### config.mk
export PLATFORM = sky130hd
export DESIGN_NAME = splitter_byte_sequencer
export DESIGN_NICKNAME = d
export VERILOG_FILES = /design/src/rtl/splitter_byte_sequencer.sv
export SDC_FILE = /design/constraint.sdc
export NUM_CORES = 1
export LEC_CHECK = 0
export CAP_MARGIN = 5
export CORE_UTILIZATION = 49
export CTS_BUF_LIST = sky130_fd_sc_hd__clkbuf_2
export DETAILED_ROUTE_END_ITERATION = 10
export GPL_ROUTABILITY_DRIVEN = 0
export HOLD_SLACK_MARGIN = 0.08
export PLACE_DENSITY = 0.78
export SYNTH_ARGS = -nofsm -noshare
export SYNTH_HDL_FRONTEND = slang
export SYNTH_SLANG_ARGS = --single-unit
### constraint.sdc
create_clock -name clk -period 2.1 [get_ports clk]
set_clock_uncertainty 0.1 [all_clocks]
set_input_delay 0.315 -clock clk [delete_from_list [all_inputs] [get_ports clk]]
set_output_delay 0.315 -clock clk [all_outputs]
set_load 0.005 [all_outputs]
### src/rtl/splitter_byte_sequencer.sv
// Word-to-byte serialiser: a 1-entry hold register feeds a shift register that
// emits the enabled byte lanes of each 32-bit word, one per handshake.
module splitter_byte_sequencer #(
  parameter int MSB_FIRST = 1,
  parameter int CNT_W     = 8
) (
  input  logic             clk,
  input  logic             rst_n,
  input  logic             in_valid,
  output logic             in_ready,
  input  logic [31:0]      in_word,
  input  logic [3:0]       in_bmask,
  output logic             out_valid,
  input  logic             out_ready,
  output logic [7:0]       out_byte,
  output logic [1:0]       out_idx,
  output logic             out_last,
  output logic             busy,
  output logic [CNT_W-1:0] words_done
);

  typedef enum logic {IDLE, EMIT} state_t;

  state_t      state, state_d;
  logic        hold_valid;
  logic [31:0] hold_word;
  logic [3:0]  hold_mask;
  logic [31:0] shift_word, shift_word_d;
  logic [3:0]  shift_mask, shift_mask_d;
  logic [1:0]  sel_idx;
  logic [3:0]  sel_oh;
  logic [7:0]  lane_byte;
  logic        accept, fire, done, load;

  // Pick the first pending lane in emit order; the last write in the loop wins.
  always_comb begin
    sel_idx = '0;
    for (int unsigned i = 0; i < 4; i++) begin
      if (MSB_FIRST != 0) begin
        if (shift_mask[3-i]) sel_idx = 2'(3-i);
      end else begin
        if (shift_mask[i]) sel_idx = 2'(i);
      end
    end
    sel_oh = 4'b0001 << sel_idx;
    case (sel_idx)
      2'd0:    lane_byte = shift_word[31:24];
      2'd1:    lane_byte = shift_word[23:16];
      2'd2:    lane_byte = shift_word[15:8];
      default: lane_byte = shift_word[7:0];
    endcase
  end

  // State register plus the hold/shift datapath and counter.
  always_ff @(posedge clk or negedge rst_n) begin
    if (!rst_n) begin
      state      <= IDLE;
      shift_word <= '0;
      shift_mask <= '0;
      hold_valid <= 1'b0;
      hold_word  <= '0;
      hold_mask  <= '0;
      words_done <= '0;
    end else begin
      state      <= state_d;
      shift_word <= shift_word_d;
      shift_mask <= shift_mask_d;
      if (accept) begin
        hold_valid <= 1'b1;
        hold_word  <= in_word;
        hold_mask  <= in_bmask;
      end else if (load) begin
        hold_valid <= 1'b0;
      end
      if (done) words_done <= words_done + CNT_W'(1);
    end
  end

  // Next state: a hold->shift load may coincide with the final byte leaving.
  always_comb begin
    accept       = in_valid && !hold_valid;
    fire         = out_valid && out_ready;
    done         = fire && out_last;
    load         = hold_valid && (state == IDLE || done);
    state_d      = state;
    shift_word_d = shift_word;
    shift_mask_d = shift_mask;
    if (fire) shift_mask_d = shift_mask & ~sel_oh;
    if (done) state_d = IDLE;
    if (load) begin
      shift_word_d = hold_word;
      shift_mask_d = hold_mask;
      state_d      = (hold_mask != '0) ? EMIT : IDLE;
    end
  end

  always_comb begin
    in_ready  = !hold_valid;
    busy      = hold_valid || (state == EMIT);
    out_valid = (state == EMIT);
    out_byte  = '0;
    out_idx   = '0;
    out_last  = 1'b0;
    if (state == EMIT) begin
      out_byte = lane_byte;
      out_idx  = sel_idx;
      out_last = (shift_mask & ~sel_oh) == '0;
    end
  end

endmodule

==> results.cfg <==
[status]
status = complete, but fails checks
violations = negative setup slack

[global_routing]
antenna_found_initial = 0
grt_overflow = 0
grt_use_total = 0.205
grt_max_degree = 42
grt_pass1_wl_um = 11500
grt_pass1_vias = 2398

[routing]
vias_per_cell = 5.32
final_antenna_net_count = 0
drt_iter0_drc = 135
remaining_drc_errors = 0
dr.pass1.iters = 4
wirelength_um = 7940
vias = 2449
detail_route.wl_per_cell_um = 17.3

[clocking]
root_buffer = clkbuf_2
htreeDepth = 3
cts.sinks = 82
numCtsBuffers = 9
clkSlewWorstSetupHoldPaths_ns = 0.22
cts_buffer_depth = 2
cts_tree = built
clk_latency_ns = 0.49

[timing]
fmax_mhz = 406
setup_viol = 46
period_share = 1.17
rsz0062_at_grt = true
slew_viol_final = 0
slew_headroom = 0.643
worstMarginPinSlew_ns = 0.536
final_hold_viol_count = 0
fin_tns_setup_ns = -12.28
fin_ws_ns = -0.362
min_period_ns = 2.46

[yosys]
ys_seq_area_frac = 0.580
synthXorXnorAreaFrac = 0.0173
yosys_warnings = 0
yosys.area.top_type_share = 0.580
yosysTopAreaCell = dfrtp_1
synth_nets = 312
yosys.area_share.simple = 0.0523
synthCells = 271
avgSynthCellArea_sq_um = 13.1
ys_seq_elements = 82
synthAdderAreaFrac = 0.00353
synth_area_leaders = dfrtp_1, mux2_2, a211o_1
muxShareOfSynthArea = 0.222
synth_area_sq_um = 3540
synth_cell_types = 35
synth-compound-area-share = 0.0880
synth_top_family_by_area = multiplexers

[power_and_ir_drop]
p_per_area_nw_per_um2 = 1540
leakage_nw = 2.12
peakVddDrop_v = 0.000746

[floorplan]
rows = 30
core_area_sq_um = 6870
die-area_sq_um = 7570
floorplan.initialDensity = 0.515
die_h_um = 87.0
pin_count = 62
fp.dieW_um = 87.0

[setup_path]
rr_worst_depth = 9
worstPathMaxFanout = 5
required_ns = 2.40
end_kind = flip-flop
reg2reg_from = shift_mask[2]$_DFFE_PN0P_
critical_path_arrival_ns = 2.76
reg2reg_to = shift_word[13]$_DFFE_PN0P_
start_kind = flip-flop
startpoint = shift_mask[2]$_DFFE_PN0P_
regToRegSetupSlack_ns = -0.36
worst-setup-path-type = reg -> reg

[final_layout]
fillers = 486
drive_gt1_frac = 0.409
final_util = 0.695
multi_input_area_sq_um = 1490
seqCellArea_sq_um = 2060
num_antenna_cells = 0
area_growth_pct = 34.9
fin_nets = 400
finalInstanceArea_sq_um = 4770

[placed_design]
dpl.hpwl_um = 4900
placed_cell_area_sq_um = 4380
io_buffers = 61
dp_slack_ns = -0.0877

[min_path]
holdCritPathClass = in -> async

[job]
drv_cap = 0
==> layer usage <==
layer,part of all wire,routed length [um],track usage
met1,0.45,3580,0.272
met2,0.50,3980,0.335
met3,0.036,283,0.0417
met4,0.013,106,0.0773
met5,0,0,0
==> through the flow <==
stage                     power, mW  hold slack [ns]  instances
after detailed placement       5.80            0.230        431
after floorplan                4.55          -0.0806        271
after CTS                      6.77            0.194        451
after global routing           7.80            0.170        460
after global placement         5.70            0.235        431
final                          7.35            0.206        460
==> layout make-up <==
cell class	instances	area share
Sequential cell	82	0.431
Multi-Input combinational cell	161	0.312
Timing Repair Buffer	93	0.196
Tap cell	96	0.0252
Clock inverter	7	0.0176
Clock buffer	9	0.00944
Inverter	12	0.00944
==> cells in the mapped netlist, drive strengths merged <==
master,n
a211o,8
inv,12
a211oi,6
o21bai,2
nand4,2
o22ai,2
nor4,1
o31a,1
xor2,3
nor2b,5
nand2b,2
a22o,1
ha,1
nor3,2
nor2,2
a21oi,12
dfrtp,82
nand2,15
mux2i,1
and2,1
xnor2,4
and3,2
a32o,1
a221o,1
buf,9
o21ai,12
nor3b,1
or2,2
clkbuf,7
nand3,2
mux2,69
==> how the worst max path moves through the flow <==
stage | end | slack, ns | depth (start not counted)
global route | out_byte[0] | -0.41 | 7
CTS | out_byte[0] | -0.29 | 7
finish | shift_word[13]$_DFFE_PN0P_ | -0.36 | 9
global placement | out_byte[0] | -0.07 | 6
detailed placement | out_byte[2] | -0.09 | 6
floorplan | shift_word[10]$_DFFE_PN0P_ | 0.04 | 7
==> cells by family after synthesis <==
family	count (synthesis)
buffers and inverters	28
XOR/XNOR	7
AND/OR/NAND/NOR	37
flip-flops	82
multiplexers	70
adder cells (fa/ha/maj)	1
AO/OA/AOI/OAI	46
==> cells in the final DEF, fill, tap and decap left out, types with 5 or more instances in the layout <==
| cell type | count |
|---|---|
| nand2_2 | 5 |
| nand2_1 | 10 |
| a21oi_1 | 6 |
| mux2_4 | 16 |
| clkdlybuf4s50_1 | 48 |
| a21oi_2 | 5 |
| buf_2 | 10 |
| mux2_2 | 53 |
| buf_4 | 16 |
| dfrtp_1 | 79 |
| clkbuf_2 | 10 |
| o21ai_0 | 8 |
| a211o_1 | 8 |
| a211oi_1 | 5 |
| buf_6 | 8 |
| inv_1 | 12 |
==> flip-flops by register name (all words and copies together) (netlist names) <==
name,count
hold_word,32
shift_word,32
words_done,8
hold_mask,4
shift_mask,4
hold_valid,1
out_valid,1
==> where the power goes <==
group	internal [mW]	switching, mW	leakage [nW]	total (mW)
logic	2.15	1.44	1.07	3.59
registers	2.33	0.524	0.970	2.86
clock network	0.380	0.525	0.0744	0.905
total	4.86	2.49	2.12	7.35
==> worst max-delay path, cell delays in order, from the launching register on <==
cell       delay [ns]
dfrtp_1          0.48
buf_4            0.16
buf_6            0.11
a211o_1          0.30
and2_4           0.16
buf_6            0.12
a21oi_4          0.31
buf_6            0.17
clkbuf_16        0.14
mux2_2           0.32
==> repair_timing <==
item	CTS	global route
hold buffers	1	0
gates resized for setup	65	30
setup buffers	3	4
cloned	0	5
endpoints found under the hold margin	69	0
endpoints found under the setup margin	13	46
pin swaps	15	7
Note: power is estimated with default switching activity, not from simulation.
